===== config.mk =====
export PLATFORM = sky130hd
export DESIGN_NAME = spi_reg_slave
export DESIGN_NICKNAME = d
export VERILOG_FILES = /design/src/rtl/spi_reg_pkg.sv /design/src/rtl/spi_reg_frontend.sv /design/src/rtl/synchronizer.sv /design/src/rtl/spi_reg_slave.sv
export SDC_FILE = /design/constraint.sdc
export NUM_CORES = 1
export LEC_CHECK = 0
export ABC_CLOCK_PERIOD_IN_PS = 2000
export BUFFER_PORTS_ARGS = -buffer_cell sky130_fd_sc_hd__buf_2
export CORE_MARGIN = 2
export CORE_UTILIZATION = 49
export CTS_BUF_LIST = sky130_fd_sc_hd__clkbuf_8 sky130_fd_sc_hd__clkbuf_16
export DETAILED_ROUTE_END_ITERATION = 10
export PLACE_DENSITY = 0.75
export SLEW_MARGIN = 20
export SYNTH_ARGS = -nofsm -noshare
export SYNTH_HDL_FRONTEND = slang
export SYNTH_HIERARCHICAL = 1
export SYNTH_SLANG_ARGS = --single-unit
export TNS_END_PERCENT = 10

===== constraint.sdc =====
create_clock -name clk -period 2 [get_ports clk]
set_clock_uncertainty 0.1 [all_clocks]
set_input_delay 0.2 -clock clk [delete_from_list [all_inputs] [get_ports clk]]
set_output_delay 0.2 -clock clk [all_outputs]
set_load 0.01 [all_outputs]

===== src/rtl/spi_reg_pkg.sv =====
// Shared types and constants for the SPI register slave.
package spi_reg_pkg;

  typedef enum logic [1:0] {
    ST_CMD,
    ST_DATA,
    ST_STREAM,
    ST_IGNORE
  } state_e;

  localparam int          CMD_WIDTH   = 8;
  localparam int          CMD_WR_BIT  = 7;
  localparam logic [6:0]  STREAM_ADDR = 7'h7F;

endpackage


===== src/rtl/spi_reg_frontend.sv =====
// Pin conditioning for the SPI slave: synchronises SCLK/MOSI/CS and detects SCLK edges.
module spi_reg_frontend (
  input  logic clk,
  input  logic reset_n,
  input  logic spi_sclk_i,
  input  logic spi_mosi_i,
  input  logic spi_cs_i,
  output logic sclk_rise_o,
  output logic sclk_fall_o,
  output logic mosi_sync_o,
  output logic cs_sync_o
);

  logic sclk_sync;
  logic sclk_dly_q;

  synchronizer #(.RESET_VAL(1'b0)) u_sync_sclk (
    .clk(clk), .reset_n(reset_n), .d_i(spi_sclk_i), .q_o(sclk_sync)
  );

  synchronizer #(.RESET_VAL(1'b0)) u_sync_mosi (
    .clk(clk), .reset_n(reset_n), .d_i(spi_mosi_i), .q_o(mosi_sync_o)
  );

  // CS resets to the inactive (high) level so a reset never looks like a select.
  synchronizer #(.RESET_VAL(1'b1)) u_sync_cs (
    .clk(clk), .reset_n(reset_n), .d_i(spi_cs_i), .q_o(cs_sync_o)
  );

  always_ff @(posedge clk or negedge reset_n) begin
    if (!reset_n) sclk_dly_q <= 1'b0;
    else          sclk_dly_q <= sclk_sync;
  end

  assign sclk_rise_o =  sclk_sync & ~sclk_dly_q;
  assign sclk_fall_o = ~sclk_sync &  sclk_dly_q;

endmodule


===== src/rtl/synchronizer.sv =====
// Two-flop synchronizer for a single asynchronous input, with selectable reset level.
module synchronizer #(
  parameter logic RESET_VAL = 1'b0
) (
  input  logic clk,
  input  logic reset_n,
  input  logic d_i,
  output logic q_o
);

  logic meta_q;
  logic sync_q;

  always_ff @(posedge clk or negedge reset_n) begin
    if (!reset_n) begin
      meta_q <= RESET_VAL;
      sync_q <= RESET_VAL;
    end else begin
      meta_q <= d_i;
      sync_q <= meta_q;
    end
  end

  assign q_o = sync_q;

endmodule


===== src/rtl/spi_reg_slave.sv =====
// SPI slave register file with burst auto-increment and a bit-serial stream address.
// Optional MISO readback is enabled by defining SPI_REG_READBACK_EN.
module spi_reg_slave
  import spi_reg_pkg::*;
#(
  parameter int                              NUM_REGS     = 8,
  parameter int                              REG_WIDTH    = 8,
  parameter logic [NUM_REGS*REG_WIDTH-1:0]   RESET_VALUES = '0
) (
  input  logic                            clk,
  input  logic                            reset_n,
  input  logic                            spi_sclk,
  input  logic                            spi_mosi,
  input  logic                            spi_cs,
  output logic                            spi_miso,
  input  logic                            stream_in,
  output logic                            stream_valid,
  output logic                            stream_bit,
  output logic [NUM_REGS*REG_WIDTH-1:0]   regs,
  output logic [NUM_REGS-1:0]             reg_wr_strobe,
  output logic                            busy
);

  localparam int IDXW = (NUM_REGS > 1) ? $clog2(NUM_REGS) : 1;

  logic sclk_rise;
  logic sclk_fall;
  logic mosi_sync;
  logic cs_sync;

  spi_reg_frontend u_frontend (
    .clk         (clk),
    .reset_n     (reset_n),
    .spi_sclk_i  (spi_sclk),
    .spi_mosi_i  (spi_mosi),
    .spi_cs_i    (spi_cs),
    .sclk_rise_o (sclk_rise),
    .sclk_fall_o (sclk_fall),
    .mosi_sync_o (mosi_sync),
    .cs_sync_o   (cs_sync)
  );

  state_e                 state_q;
  logic [4:0]             bitcnt_q;
  logic [CMD_WIDTH-1:0]   cmd_q;
  logic [IDXW-1:0]        addr_q;
  logic                   wr_q;
  logic [REG_WIDTH-1:0]   shadow_q;
  logic [REG_WIDTH-1:0]   regs_q [NUM_REGS];
  logic [NUM_REGS-1:0]    strobe_q;
  logic                   stream_valid_q;
  logic                   stream_bit_q;
  logic                   busy_q;

  logic [CMD_WIDTH-1:0]   cmd_d;
  logic [REG_WIDTH-1:0]   shadow_d;

  always_comb begin
    cmd_d    = {cmd_q[CMD_WIDTH-2:0], mosi_sync};
    shadow_d = (shadow_q << 1) | REG_WIDTH'(mosi_sync);
  end

`ifdef SPI_REG_READBACK_EN
  logic                   miso_q;
  logic [REG_WIDTH-1:0]   rd_shift;

  // Shifting the addressed word left by the bit count puts the next bit at the MSB.
  always_comb begin
    rd_shift = regs_q[addr_q] << bitcnt_q;
  end

  always_ff @(posedge clk or negedge reset_n) begin
    if (!reset_n) begin
      miso_q <= 1'b0;
    end else if (cs_sync) begin
      miso_q <= 1'b0;
    end else if (sclk_rise) begin
      case (state_q)
        ST_DATA:   miso_q <= rd_shift[REG_WIDTH-1];
        ST_STREAM: miso_q <= stream_in;
        default:   miso_q <= 1'b0;
      endcase
    end
  end

  assign spi_miso = miso_q;
`else
  logic unused_stream_in;
  assign unused_stream_in = stream_in;
  assign spi_miso         = 1'b0;
`endif

  // Main transfer FSM: CS high always wins, so a partial word can never commit.
  always_ff @(posedge clk or negedge reset_n) begin
    if (!reset_n) begin
      state_q        <= ST_CMD;
      bitcnt_q       <= '0;
      cmd_q          <= '0;
      addr_q         <= '0;
      wr_q           <= 1'b0;
      shadow_q       <= '0;
      strobe_q       <= '0;
      stream_valid_q <= 1'b0;
      stream_bit_q   <= 1'b0;
      busy_q         <= 1'b0;
      for (int i = 0; i < NUM_REGS; i++) begin
        regs_q[i] <= RESET_VALUES[i*REG_WIDTH +: REG_WIDTH];
      end
    end else begin
      strobe_q       <= '0;
      stream_valid_q <= 1'b0;
      busy_q         <= ~cs_sync;
      if (cs_sync) begin
        state_q  <= ST_CMD;
        bitcnt_q <= '0;
        shadow_q <= '0;
      end else if (sclk_fall) begin
        case (state_q)
          ST_CMD: begin
            if (bitcnt_q == 5'(CMD_WIDTH-1)) begin
              bitcnt_q <= '0;
              wr_q     <= cmd_d[CMD_WR_BIT];
              addr_q   <= cmd_d[IDXW-1:0];
              shadow_q <= '0;
              if (cmd_d[6:0] < 7'(NUM_REGS))        state_q <= ST_DATA;
              else if (cmd_d[6:0] == STREAM_ADDR)   state_q <= ST_STREAM;
              else                                  state_q <= ST_IGNORE;
            end else begin
              bitcnt_q <= bitcnt_q + 5'd1;
            end
            cmd_q <= cmd_d;
          end
          ST_DATA: begin
            if (bitcnt_q == 5'(REG_WIDTH-1)) begin
              bitcnt_q <= '0;
              shadow_q <= '0;
              if (wr_q) begin
                regs_q[addr_q]   <= shadow_d;
                strobe_q[addr_q] <= 1'b1;
              end
              addr_q <= (addr_q == IDXW'(NUM_REGS-1)) ? '0 : addr_q + 1'b1;
            end else begin
              bitcnt_q <= bitcnt_q + 5'd1;
              shadow_q <= shadow_d;
            end
          end
          ST_STREAM: begin
            stream_valid_q <= 1'b1;
            stream_bit_q   <= mosi_sync;
          end
          default: begin
            bitcnt_q <= bitcnt_q + 5'd1;
          end
        endcase
      end
    end
  end

  for (genvar g = 0; g < NUM_REGS; g++) begin : g_regs
    assign regs[g*REG_WIDTH +: REG_WIDTH] = regs_q[g];
  end

  assign reg_wr_strobe = strobe_q;
  assign stream_valid  = stream_valid_q;
  assign stream_bit    = stream_bit_q;
  assign busy          = busy_q;

endmodule


==> flow_summary.ini <==
[yosys]
ys_warn_count = 6
synth_nets = 310
synthCells = 301
avgSynthCellArea_um2 = 14.42
syn_area_mm2 = 0.004340

[final_layout]
syn2layout_area_growth_pct = 25.68
diodes = 0
layout.nets = 426
postLayoutCoreUtil_pct = 63.17
fin_area_mm2 = 0.005455
fillers = 650
multi_input_area_mm2 = 0.001668
register_area_mm2 = 0.002680
stdcell_count = 529
drive_gt1_share_pct = 53.21

[cts]
cts.reportedPaths.clkPinSlew_ns = 0.11
clockRootBuffer = clkbuf_8
cts_tree = yes
cts.sinks = 107
numCtsBuffers = 9
clockBufferDepth = 2
htreeDepth = 3
clk_latency_ns = 0.36

[floorplan]
die_w_um = 98.12
initial_core_util_pct = 50.26
ios = 82
die_area_mm2 = 0.009627
rows = 34
die_h_um = 98.12
coreArea_mm2 = 0.008636

[sta]
worst_slack_ns = -0.06310
drv_slew = 0
holdWs_ns = 0.2440
min_period_over_period_pct = 103.2
post-route-min-period_ns = 2.063
rsz0062_at_grt = true
worst_pin_slew_ns = 0.5765
relSlewSlack_pct = 61.57
max_freq_mhz = 484.7
hold_viol_final = 0
finalSetupViolCount = 16

[worst_setup_path]
start_kind = register
regToRegSetupSlack_ns = -0.06
r2r_cells = 5
required_ns = 2.15
worstSetupStartpoint = u_frontend/u_sync_sclk/q_o
r2r_end = regs[50]
path_class = register to register
path_max_fanout = 8
arrival_ns = 2.21
worstReg2RegStart = u_frontend/u_sync_sclk/q_o
critPathCaptureType = register

[detailed_routing]
postRouteWirelength_um = 9295
first_pass_iters = 4
drc = 0
wl_per_cell_um = 17.57
vias = 2782
viasPerCell = 5.259
drt_iter0_drc = 151
detail-route-antenna-nets = 0

[global_routing]
grt_max_degree = 42
grt_pass1_vias = 2955
overflow = 0
grt_antenna_before_repair = 0
grt_pass1_wl_um = 15180
grt_usage_pct = 20.10

[run_status]
status = finished with violations
violations = negative setup slack

[place]
hpwl_um = 6427
postPlaceCellArea_mm2 = 0.005100
placed_cells = 508
gp_congestion = 0.8706
port_buffers = 79

[pwr]
ir_drop_mv = 0.4279
p_leak_uw = 0.002940
p_per_area_mw_per_mm2 = 668.2

[hold_path]
min_path_type = primary input to async pin

[job]
max_cap_viol_count = 0
-- where the power goes --
part | switching (µW) | total, µW | leakage (µW) | internal, µW
clock | 733 | 1190 | 0.0000878 | 460
sequential | 56.7 | 2290 | 0.00146 | 2230
combinational | 84.7 | 165 | 0.00139 | 80.4
-- flip-flops by register name, summed over array words and instances (netlist names), 2 cells and up --
name and cells:
regs 64, reg_wr_strobe 8, cmd_q 7, shadow_q 7
bitcnt_q 5, addr_q 3, state_q 2
-- per-stage QoR --
| step | setup slack [ns] | power (µW) | setup TNS [ns] |
|---|---|---|---|
| floorplan | -0.09344 | 2399 | -1.269 |
| global placement | -0.1172 | 2483 | -0.9939 |
| CTS | -0.06824 | 3683 | -0.4721 |
| global route | -0.1291 | 3802 | -2.543 |
| finish | -0.06310 | 3645 | -0.4970 |
| detailed placement | -0.1467 | 2494 | -2.137 |
-- cells in the final DEF, fill, tap and decap left out, drive strengths merged, types with 3 or more instances in the layout --
| master | instances |
|---|---|
| dlygate4sd3 | 4 |
| a22oi | 7 |
| clkbuf | 9 |
| dfrtp | 105 |
| nand3 | 6 |
| nor2 | 24 |
| ha | 3 |
| buf | 119 |
| nand2 | 8 |
| nand2b | 5 |
| a21oi | 7 |
| nor4 | 9 |
| mux2 | 73 |
| inv | 6 |
| nor3 | 5 |
-- worst max-delay path by stage --
stage | endpoint | slack (ns) | cells after the start
6_report | regs[50] | -0.06 | 5
5_1_grt | regs[50] | -0.13 | 5
4_1_cts | regs[50] | -0.07 | 5
3_5_place_dp | regs[54] | -0.15 | 5
3_3_place_gp | regs[55] | -0.12 | 5
2_1_floorplan | regs[48] | -0.09 | 6
-- what timing repair did --
item	CTS	global route
hold buffers	4	0
endpoints found under the hold margin	39	0
pin swaps	2	2
setup buffers	1	1
endpoints found under the setup margin	48	48
resized for setup	9	25
-- layout make-up --
type | count | share of cell area (%)
Clock buffer | 9 | 2.271
Clock inverter | 6 | 0.8486
Inverter | 3 | 0.2064
Multi-Input combinational cell | 173 | 30.57
Sequential cell | 107 | 49.13
Tap cell | 108 | 2.477
Timing Repair Buffer | 123 | 14.50
-- routing by layer --
| layer | vias up | global-route usage [%] | part of all wire (%) |
|---|---|---|---|
| met4 | 0 | 7.051 | 1.2 |
| met2 | 69 | 32.88 | 48 |
| li1 | 1290 | - | - |
| met5 | - | 0 | 0 |
| met3 | 9 | 4.366 | 4.2 |
| met1 | 1414 | 26.78 | 47 |
-- worst max-delay path, cell delays in order (launching register included) --
cell and delay (ns):
dfrtp_1 0.38, and2b_2 0.24, and4bb_2 0.28, nand2_4 0.09, or4_4 0.53, mux2_4 0.33
(Power assumes the default switching activity.)
